### src/rtl/regfile_pkg.sv
// Shared types and limits for the indexed register file.
// Used by regfile_idx and idx_cell.
package regfile_pkg;

   typedef enum logic {
      CNT_INC = 1'b0,
      CNT_DEC = 1'b1
   } cnt_dir_t;

   localparam int REGFILE_MAX_DEPTH = 16;
   localparam int REGFILE_MAX_WIDTH = 32;

endpackage

### src/rtl/regfile_idx_cell.sv
// idx_cell: one register with load / increment / decrement.
// o_wrap flags that the requested count rolls over this cycle.
module idx_cell
   import regfile_pkg::*;
#(
   parameter int WIDTH = 8
) (
   input  logic             clk,
   input  logic             reset,
   input  logic             i_load,
   input  logic             i_inc,
   input  logic             i_dec,
   input  logic [WIDTH-1:0] i_d,
   output logic [WIDTH-1:0] o_q,
   output logic             o_wrap
);

   logic [WIDTH-1:0] r_q;

   always_ff @(posedge clk) begin
      if (reset) begin
         r_q <= '0;
      end else if (i_load) begin
         r_q <= i_d;
      end else if (i_inc) begin
         r_q <= r_q + WIDTH'(1);
      end else if (i_dec) begin
         r_q <= r_q - WIDTH'(1);
      end
   end

   assign o_q    = r_q;
   assign o_wrap = (i_inc && (&r_q)) || (i_dec && ~(|r_q));

endmodule

### src/rtl/regfile_idx.sv
// regfile_idx: register file with per-entry counters and result flags.
// Define REGFILE_IDX_BYPASS_EN for write-through reads.
module regfile_idx
   import regfile_pkg::*;
#(
   parameter  int WIDTH = 8,
   parameter  int DEPTH = 4,
   localparam int AW    = $clog2(DEPTH)
) (
   input  logic             clk,
   input  logic             reset,
   input  logic             we,
   input  logic [AW-1:0]    waddr,
   input  logic [WIDTH-1:0] wdata,
   input  logic             cnt_en,
   input  logic [AW-1:0]    cnt_addr,
   input  logic             cnt_dir,
   input  logic [AW-1:0]    raddr_a,
   input  logic [AW-1:0]    raddr_b,
   output logic [WIDTH-1:0] rdata_a,
   output logic [WIDTH-1:0] rdata_b,
   output logic             zero,
   output logic             neg,
   output logic             cnt_wrap
);

   if (DEPTH < 2 || DEPTH > REGFILE_MAX_DEPTH ||
       WIDTH < 2 || WIDTH > REGFILE_MAX_WIDTH) begin : g_bad_cfg
      $error("regfile_idx: unsupported WIDTH/DEPTH");
   end

   logic [WIDTH-1:0] w_q [DEPTH];
   logic [DEPTH-1:0] w_load;
   logic [DEPTH-1:0] w_sel;
   logic [DEPTH-1:0] w_inc;
   logic [DEPTH-1:0] w_dec;
   logic [DEPTH-1:0] w_wrap;
   logic [WIDTH-1:0] w_cnt_cur;
   logic [WIDTH-1:0] w_cnt_res;
   logic [WIDTH-1:0] w_res;
   logic             w_wr_ok;
   logic             w_cnt_ok;
   cnt_dir_t         w_dir;

   logic             r_zero;
   logic             r_neg;
   logic             r_wrap;

   assign w_dir = cnt_dir_t'(cnt_dir);

   // Out-of-range addresses match no cell, so they are silently dropped.
   always_comb begin
      w_load    = '0;
      w_sel     = '0;
      w_cnt_cur = '0;
      for (int i = 0; i < DEPTH; i++) begin
         if (waddr == AW'(i)) begin
            w_load[i] = we;
         end
         if (cnt_addr == AW'(i)) begin
            w_sel[i]  = cnt_en;
            w_cnt_cur = w_q[i];
         end
      end
   end

   // A write to the same entry overrides the count.
   assign w_inc    = w_sel & ~w_load & {DEPTH{w_dir == CNT_INC}};
   assign w_dec    = w_sel & ~w_load & {DEPTH{w_dir == CNT_DEC}};
   assign w_wr_ok  = |w_load;
   assign w_cnt_ok = |(w_sel & ~w_load);

   assign w_cnt_res = (w_dir == CNT_DEC) ? w_cnt_cur - WIDTH'(1)
                                         : w_cnt_cur + WIDTH'(1);
   assign w_res     = w_wr_ok ? wdata : w_cnt_res;

   for (genvar g = 0; g < DEPTH; g++) begin : g_cell
      idx_cell #(
         .WIDTH (WIDTH)
      ) u_cell (
         .clk    (clk),
         .reset  (reset),
         .i_load (w_load[g]),
         .i_inc  (w_inc[g]),
         .i_dec  (w_dec[g]),
         .i_d    (wdata),
         .o_q    (w_q[g]),
         .o_wrap (w_wrap[g])
      );
   end

   always_ff @(posedge clk) begin
      if (reset) begin
         r_zero <= 1'b0;
         r_neg  <= 1'b0;
         r_wrap <= 1'b0;
      end else begin
         if (w_wr_ok || w_cnt_ok) begin
            r_zero <= (w_res == '0);
            r_neg  <= w_res[WIDTH-1];
         end
         r_wrap <= |w_wrap;
      end
   end

   assign zero     = r_zero;
   assign neg      = r_neg;
   assign cnt_wrap = r_wrap;

   always_comb begin
      rdata_a = '0;
      rdata_b = '0;
      for (int i = 0; i < DEPTH; i++) begin
         if (raddr_a == AW'(i)) begin
            rdata_a = w_q[i];
         end
         if (raddr_b == AW'(i)) begin
            rdata_b = w_q[i];
         end
      end
`ifdef REGFILE_IDX_BYPASS_EN
      if (w_wr_ok && raddr_a == waddr) begin
         rdata_a = wdata;
      end
      if (w_wr_ok && raddr_b == waddr) begin
         rdata_b = wdata;
      end
`endif
   end

endmodule

### config.mk
export PLATFORM = sky130hd
export DESIGN_NAME = regfile_idx
export DESIGN_NICKNAME = d
export VERILOG_FILES = /design/src/rtl/regfile_pkg.sv /design/src/rtl/regfile_idx_cell.sv /design/src/rtl/regfile_idx.sv
export SDC_FILE = /design/constraint.sdc
export NUM_CORES = 1
export LEC_CHECK = 0
export BUFFER_PORTS_ARGS = -buffer_cell sky130_fd_sc_hd__buf_2
export CORE_ASPECT_RATIO = 0.75
export CORE_MARGIN = 2
export CORE_UTILIZATION = 35
export CTS_CLUSTER_DIAMETER = 40
export DETAILED_ROUTE_END_ITERATION = 8
export HOLD_SLACK_MARGIN = 0.06
export PLACE_DENSITY_LB_ADDON = 0.15
export SYNTH_ARGS = -nofsm -noshare
export SYNTH_HDL_FRONTEND = slang
export SYNTH_SLANG_ARGS = --single-unit
### constraint.sdc
create_clock -name clk -period 10.15 [get_ports clk]
set_input_delay 2.03 -clock clk [delete_from_list [all_inputs] [get_ports clk]]
set_output_delay 2.03 -clock clk [all_outputs]
set_load 0.01 [all_outputs]
# Yosys cells after proc, flatten, opt, wreduce, memory -nomap -nowiden
# Index checks and enable logic that the tools add are counted.
[totals] elab_cells=105 regBits=35 output_inout_bits=19 input_bits=21
[op_classes] addsub=10 n_eq_ne=12 muxes=34 bitwise_logic=9 n_reduce_logical=33
[op_table] op="$mux 8" n=26
[op_table] op="$add 8x1->8 const B" n=5
[op_table] op="$sub 8x1->8 const B" n=5
[op_table] op="$reduce_and 8->1" n=4
[op_table] op="$reduce_or 8->1" n=4
[op_table] op="$eq 2x2->1 const B" n=8
[op_table] op="$and 4x4->4" n=3
[op_table] op="$reduce_bool 3->1" n=4
[op_table] op="$reduce_or 4->1" n=3
[op_table] op="$eq 2x1->1 const B" n=4
[op_table] op="$logic_and 1x1->1" n=8
[op_table] op="$logic_not 2->1" n=4
[op_table] op="$logic_not 8->1" n=1
[op_table] op="$mux 1" n=8
[op_table] op="$logic_or 1x1->1" n=5
[op_table] op="$not 1->1" n=5
[op_table] op="$not 4->4" n=1

# Depth between registers and ports, before layout
# Gate-level depths: netlist of the first run.
[logic_depth] word_depth=9 mapped_depth=13 mapped_depth_nobuf=11

# Modules after synthesis
# From an unflattened synthesis of the first run, not the netlist that was laid out.
[hier_totals] cells_unflattened=455 hier_area_um2=4088.9
[modules_own_cells] mod="idx_cell at g_cell[1].u_cell ..." seq_area_each_um2=160.2 cells_each=83 instances=3 area_each_um2=729.4
[modules_own_cells] mod="regfile_idx" seq_area_each_um2=60.1 cells_each=115 instances=1 area_each_um2=1172.4
[modules_own_cells] mod="idx_cell at g_cell[0].u_cell" seq_area_each_um2=160.2 cells_each=91 instances=1 area_each_um2=728.2

# Worst setup path after synthesis of the first run
# OpenSTA, ideal clock, no wires.
[synth_path] path_type="input port to output port" startpoint="input raddr_a[1]" endpoint="output rdata_a[0]" path_stages=2 arrival_time_ns=3.045 required_ns=8.120 setup_slack_ns=5.075 n_path_buf=1 cell_sequence="clkbuf_1 > mux4_2"
[synth_between] elab_chain_len=5 elab_cells_between_ends=8 classes_between="3 x eq/ne; 4 x mux; 1 x reduce/logical"
[synth_lines] item="start: declaration" line_no="regfile_idx.sv:18" rtl="input logic [AW-1:0] raddr_a,"
[synth_lines] item="$logic_not 2->1" line_no="regfile_idx.sv:114" rtl="if (raddr_a == AW'(i)) begin"
[synth_lines] item="$mux 8 (3 in a row)" line_no="regfile_idx.sv:114"
[synth_lines] item="$mux 8 *" line_no="regfile_idx.sv:114"
[synth_lines] item="end: declaration" line_no="regfile_idx.sv:20" rtl="output logic [WIDTH-1:0] rdata_a,"
# Mark *: on every way between the ends. The rest lies on a longest branch, timed or not.

# Worst setup path in the final report of the first run
[layout_path] startpoint="input raddr_b[1]" endpoint="output rdata_b[5]"
[layout_between] elab_chain_len=5 elab_cells_between_ends=8 classes_between="3 x eq/ne; 4 x mux; 1 x reduce/logical"
[layout_lines] item="start: declaration" line_no="regfile_idx.sv:19" rtl="input logic [AW-1:0] raddr_b,"
[layout_lines] item="$logic_not 2->1" line_no="regfile_idx.sv:117" rtl="if (raddr_b == AW'(i)) begin"
[layout_lines] item="$mux 8 (3 in a row)" line_no="regfile_idx.sv:117"
[layout_lines] item="$mux 8 *" line_no="regfile_idx.sv:117"
[layout_lines] item="end: declaration" line_no="regfile_idx.sv:21" rtl="output logic [WIDTH-1:0] rdata_b,"
# Marked as above.

==> results of run 1 <==
-- power by group --
group | switching, mW | total [mW] | leakage, nW | internal, mW
Combinational | 0.108 | 0.206 | 1.33 | 0.0981
Clock | 0.0657 | 0.188 | 0.0868 | 0.122
Sequential | 0.0282 | 0.178 | 0.288 | 0.150
Total | 0.202 | 0.572 | 1.70 | 0.370
-- worst max-delay path by stage --
| stage | end | slack, ns | cells past startpoint |
|---|---|---|---|
| 5_1_grt | g_cell[2].u_cell.o_q[7] | 4.88 | 11 |
| 2_1_floorplan | rdata_a[0] | 5.07 | 2 |
| 3_3_place_gp | g_cell[2].u_cell.o_q[6] | 5.00 | 11 |
| 4_1_cts | rdata_b[5] | 5.07 | 3 |
| 3_5_place_dp | g_cell[2].u_cell.o_q[6] | 4.91 | 11 |
| 6_report | rdata_b[5] | 5.10 | 3 |
-- state kept, by name, indices dropped and copies added (netlist names) --
| signal | cells |
|---|---|
| neg | 1 |
| zero | 1 |
| cnt_wrap | 1 |
| g_cell.u_cell.o_q | 32 |
-- metal layers --
metal | up-vias | global-route usage [%] | share of wire (%)
met5 | - | 0 | 0
met4 | 0 | 4.401 | 0.91
met3 | 11 | 6.492 | 8.2
met2 | 106 | 32.29 | 43
met1 | 1694 | 29.32 | 48
li1 | 1739 | - | -
-- metrics by stage --
| step | power (mW) | instances | hold WS, ns | utilization [%] | setup slack (ns) |
|---|---|---|---|---|---|
| after CTS | 0.5743 | 601 | 0.5874 | 40.64 | 5.074 |
| after global routing | 0.6053 | 601 | 0.6286 | 40.64 | 4.877 |
| after detailed placement | 0.3843 | 593 | 0.5795 | 38.97 | 4.911 |
| final | 0.5719 | 601 | 0.5906 | 40.64 | 5.097 |
| after floorplan | 0.3288 | 442 | 0.5026 | - | 5.075 |
| after global placement | 0.3827 | 593 | 0.5650 | 38.97 | 4.998 |
-- tightest hold or removal path: stages, from the launching register on --
cell and delay [ns]:
dfxtp_1 0.38, nand2_1 0.08, a311oi_1 0.08
-- synth_stat cells, drive strengths merged, types with 2 or more instances --
cell / instances / area [um2]
nor2: 48 / 180.2
nand2: 45 / 168.9
dfxtp: 35 / 700.7
ha: 31 / 387.9
mux4: 23 / 518.0
xnor2: 21 / 183.9
a21oi: 18 / 90.09
clkbuf: 18 / 67.56
o21ai: 18 / 90.09
mux2i: 15 / 150.1
a21o: 13 / 97.59
nor3: 13 / 65.06
a211oi: 11 / 82.58
a311oi: 11 / 96.34
o211ai: 11 / 82.58
nand2b: 10 / 62.56
xor2: 10 / 87.58
nand4: 9 / 56.30
nand3: 8 / 40.04
buf: 7 / 38.79
inv: 6 / 22.52
nor3b: 6 / 45.04
nor4: 6 / 37.54
fa: 5 / 100.1
nand3b: 5 / 37.54
or2: 5 / 31.28
nand4b: 3 / 26.28
or4b: 3 / 30.03
a21boi: 2 / 15.01
a22oi: 2 / 15.01
a31oi: 2 / 12.51
and3: 2 / 12.51
nor4b: 2 / 17.52
o221ai: 2 / 17.52
o311ai: 2 / 17.52
o41ai: 2 / 17.52
-- cell families after synthesis --
logic type	count (synthesis)
xor+xnor	31
compound gates	104
mux	38
flops	35
buf+inv	31
simple gates	167
fa+ha+maj	36
-- final cells by class --
type	count	area [um2]
Tap cell	136	170.2
Inverter	6	22.52
Multi-Input combinational cell	376	2977
Timing Repair Buffer	40	202.7
Fill cell	1044	6203
Sequential cell	35	700.7
Clock buffer	6	138.9
Clock inverter	2	35.03
==> results.toml, run 1 <==
[detailed_routing]
viasPerCell = 5.907
post_drt_wl_per_cell_um = 19.84
vias = 3550
dr.first_iter.drc_count = 242
ant_nets = 0
drtPass1Iterations = 5
wirelength_um = 11920
drc = 0

[layout]
drive_above_1_share_pct = 16.99
diodes = 0
postLayoutCellArea_um2 = 4247
final_cell_mix = "nor2_1, nand2_1, buf_2, dfxtp_1, ha_1"
final_common_cell = "nor2_1"
area_growth_pct = 11.57
nets = 521

[critical_path]
endpoint_kind = "output pin"
crit_slowest_cell = "mux4_2"
r2r-end = "zero"
arrival_ns = 3.02
critPathKind = "in -> out"
crit_top_cell = "buf_2"
ff2ff_path_depth = 8
cp-startpoint = "raddr_b[1]"
rrSetupSlack_ns = 7.48
crit_family = "multiplexers"
crit_path_max_incr_delay_ns = 0.56
worstPathRequired_ns = 8.12
cp_max_fo = 8
path_buf_inv = 2
reg2reg_from = "g_cell[1].u_cell.o_q[1]"
crit_path_cell_trace = "buf_2 -> mux4_2 -> buf_2"
cp-start-kind = "input pin"

[global_route]
grt_usage_pct = 21.05
grt-ovfl-total = 0
grt_pass1_vias = 3346
grt_max_degree = 42
antenna_found_initial = 0
grt_pass1_wl_um = 19090

[clock_network]
ctsHoldBuffers = 0
cts_tree = "built"
ctsResizeCount = 0
clock_tree.htree_level_count = 2
numCtsBuffers = 5
clock_sinks = 35
clock_latency_ns = 0.29
root_buffer = "clkbuf_16"
ctsLongestPathBuffers = 2
postCtsSetupRepairBufs = 0
cts.clk_slew.worst_paths_ns = 0.06

[placed_design]
numPortBuffers = 39
dpl.hpwl_um = 8824
globalplace.congestion = 0.8925
place_area_um2 = 4073

[yosys]
netlist_area_um2 = 3806
synth_xor_area_share_pct = 7.133
synth_simple_gate_area_share_pct = 21.73
synth.distinct_cells = 51
synth_top_family_by_area = "simple AND/OR/NAND/NOR gates"
postSynth.asyncResetShare_pct = 0
syn_nets = 499
syn_inst = 442
synth_compound_area_share_pct = 18.97
ys.flop_type = "dfxtp_1"
yosysWarnings = 0
ys_ff_latch = 35
ys_seq_area_share_pct = 18.41
syn_area_per_cell_um2 = 8.611
synth_mux_area_share_pct = 17.55
synthAdderAreaFrac_pct = 12.82
synth_edf_count = 0

[power_and_ir_drop]
p_per_area_nw_per_um2 = 134.7
ir_worst_vdd_uv = 59.24
p_leak_nw = 1.703

[status]
status = "finished clean"

[floorplanning]
die_area_um2 = 11730
die_height_um = 94.31
row_count = 32
coreArea_um2 = 10450
io_pins = 40
initial_core_util_pct = 36.42
die_x_um = 124.4

[sta]
max_slew_margin_pct = 44.93
fmax_mhz = 197.9
final_hold_viol_count = 0
finalSetupViolCount = 0
tightest_slew_ns = 0.8260
slew_violations = 0
timing.setup.tns_ns = 0
min_period_ns = 5.053
skew_ns = 0.005695
finalCritPeriodShare_pct = 49.79
rsz0062_at_grt = "no"

[min_path]
min_path_cells = 2
hold_end = "g_cell[3].u_cell.o_q[5]"
hp-class = "reg -> reg"
hp-start = "g_cell[3].u_cell.o_q[5]"

[flow_run]
drv_cap = 0
Note: power is estimated with default switching activity, not from simulation.
==> run 2: changes to the inputs <==
--- a/config.mk
+++ b/config.mk
@@ -5,6 +5,7 @@
 export SDC_FILE = /design/constraint.sdc
 export NUM_CORES = 1
 export LEC_CHECK = 0
+export ABC_AREA = 1
 export BUFFER_PORTS_ARGS = -buffer_cell sky130_fd_sc_hd__buf_2
 export CORE_ASPECT_RATIO = 0.75
 export CORE_MARGIN = 2
==> constraint.sdc (replaced) <==
create_clock -name clk -period 4.1 [get_ports clk]
set_input_delay 0.82 -clock clk [delete_from_list [all_inputs] [get_ports clk]]
set_output_delay 0.82 -clock clk [all_outputs]
set_load 0.01 [all_outputs]
==> results.toml, run 2 <==
[layout]
final_cell_mix = "nand2_1, inv_1, nand3_1, a21oi_1, o21ai_0"
final_cells = 817
largest_reg_flops = 32
diodes = 0
utilization_pct = 40.20
nets = 733
drive_above_1_share_pct = 11.37
final_common_cell = "nand2_1"
area_growth_pct = 12.03

[yosys]
synthAdderAreaFrac_pct = 12.48
postSynth.asyncResetShare_pct = 0
ys_seq_area_share_pct = 17.91
synth_xor_area_share_pct = 2.655
synth_simple_gate_area_share_pct = 33.46
synth_top_family_by_area = "simple AND/OR/NAND/NOR gates"
synth_edf_count = 0
synth_compound_area_share_pct = 22.46
syn_inst = 638
syn_area_per_cell_um2 = 6.130
synth.most_common_cell = "nand2_1"
synth.distinct_cells = 41
netlist_area_um2 = 3911
synth_top_area_share_pct = 17.91
yosysWarnings = 0
synth_mux_area_share_pct = 0
synth_area_leaders = "dfxtp_1, nand2_1, ha_1"
ys_top_cells_by_count = "nand2_1, inv_1, a21oi_1, nand3_1, o21ai_0"
ys.flop_type = "dfxtp_1"
yosys.area.top_type = "dfxtp_1"
syn_nets = 695
ys_ff_latch = 35

[clock_network]
cts_tree = "built"
clock_tree.htree_level_count = 2
root_buffer = "clkbuf_16"
ctsResizeCount = 0
clock_sinks = 35
ctsLongestPathBuffers = 2
cts.clk_slew.worst_paths_ns = 0.06
postCtsSetupRepairBufs = 0
numCtsBuffers = 5
ctsHoldBuffers = 0
clock_latency_ns = 0.29

[placed_design]
numPortBuffers = 39
place_inst = 809
globalplace.congestion = 0.9556
pre_cts_ws_ns = 0.3957
dpl.hpwl_um = 10940

[detailed_routing]
viasPerCell = 5.523
wirelength_um = 13940
vias = 4512
ant_nets = 0
drc = 0
dr.first_iter.drc_count = 422
post_drt_wl_per_cell_um = 17.06
drtPass1Iterations = 5

[critical_path]
endpoint_kind = "flip-flop"
crit_slowest_cell = "nor2_1"
crit_path_max_incr_delay_ns = 0.65
crit_top_cell = "nand2_1"
critPathKind = "in -> reg"
arrival_ns = 3.68
worstPathRequired_ns = 4.31
cp_max_fo = 11
crit_path_cell_trace = "buf_2 -> inv_2 -> nand3_1 -> nor2_1 -> nand2_1 -> ha_1 -> a21oi_1 -> nand2_1 -> nand2_1 -> nand2_1 -> a21oi_1 -> xor2_1 -> nand2_1 -> a31oi_1"
cp-start-kind = "input pin"

[floorplanning]
coreArea_um2 = 10900
row_count = 33
die_area_um2 = 12050
die_x_um = 126.1
io_pins = 40
die_height_um = 95.55
initial_core_util_pct = 35.88

[global_route]
grt_pass1_vias = 4197
grt_max_degree = 33
grt_usage_pct = 23.78
antenna_found_initial = 0
grt_pass1_wl_um = 22400
grt-ovfl-total = 0

[flow_run]
drv_cap = 0

[status]
status = "finished clean"

[sta]
setup_ws_ns = 0.6287
tightest_slew_ns = 0.8036
timing.setup.tns_ns = 0
finalCritPeriodShare_pct = 84.66
finalSetupViolCount = 0
max_slew_margin_pct = 46.23
rsz0062_at_grt = "no"
min_period_ns = 3.471
skew_ns = 0.003498
slew_violations = 0
fmax_mhz = 288.1
final_hold_viol_count = 0

[power_and_ir_drop]
p_per_area_nw_per_um2 = 294.5
ir_worst_vdd_uv = 145.9
p_leak_nw = 2.007

[min_path]
hp-class = "reg -> reg"
run 2: cell count changes after synthesis, sizes merged, moves of 23 or more:
cell | before | now
nand2 | 45 | 176
o21ai | 18 | 44
nand3 | 8 | 45
mux4 | 23 | 0
a31oi | 2 | 26
inv | 6 | 101
a21oi | 18 | 44
run 2: through the flow:
step	hold slack, ns	power, mW	instance area (um2)
finish	0.4904	1.290	4382
floorplan	0.4640	0.7585	3911
detailed placement	0.4825	0.9076	4240
CTS	0.4908	1.290	4382
global route	0.5178	1.378	4382
global placement	0.4773	0.9023	4240
run 2: path summary, 6_finish.rpt:
check,to,start,cells past startpoint,slack (ns)
worst max-delay path,g_cell[2].u_cell.o_q[6],cnt_addr[0],14,0.63
worst min register to register,g_cell[1].u_cell.o_q[7],g_cell[1].u_cell.o_q[7],2,0.49
worst max register to register,zero,g_cell[0].u_cell.o_q[1],14,1.55
worst min-delay path,g_cell[1].u_cell.o_q[7],g_cell[1].u_cell.o_q[7],2,0.49
run 2: report_power, final:
part / switching (mW) / internal [mW]
clock: 0.155 / 0.224
sequential: 0.0413 / 0.365
combinational: 0.323 / 0.182
total: 0.519 / 0.771
run 2: layout make-up:
type	instances	area (um2)
fillers	1193	6519
inverters	102	382.9
flip-flops and latches	35	700.7
well taps	140	175.2
multi-input cells	492	2779
clock buffers	6	128.9
clock inverters	2	12.51
repair buffers	40	202.7
run 2: worst max-delay path, delay by kind of cell:
kind                       cells  cell delay (ns)
buffers and inverters          2             0.31
adders and majority gates      1             0.45
and+or+nand+nor                7             1.42
AOI/OAI and AO/OA              3             0.52
xor gates and xnor gates       1             0.16
run 2: per-layer routing:
| layer | global-route usage, % | part of all wire (%) | vias up |
|---|---|---|---|
| met3 | 5.219 | 8.8 | 23 |
| met1 | 33.40 | 47 | 2070 |
| li1 | - | - | 2239 |
| met5 | 0 | 0 | - |
| met4 | 7.601 | 2.4 | 0 |
| met2 | 36.29 | 42 | 180 |
run 2: kinds of logic after synthesis:
| family | count (synthesis) |
|---|---|
| buffers and inverters | 111 |
| and+or+nand+nor | 293 |
| AOI/OAI and AO/OA | 152 |
| adders and majority gates | 36 |
| DFF | 35 |
| xor gates and xnor gates | 11 |
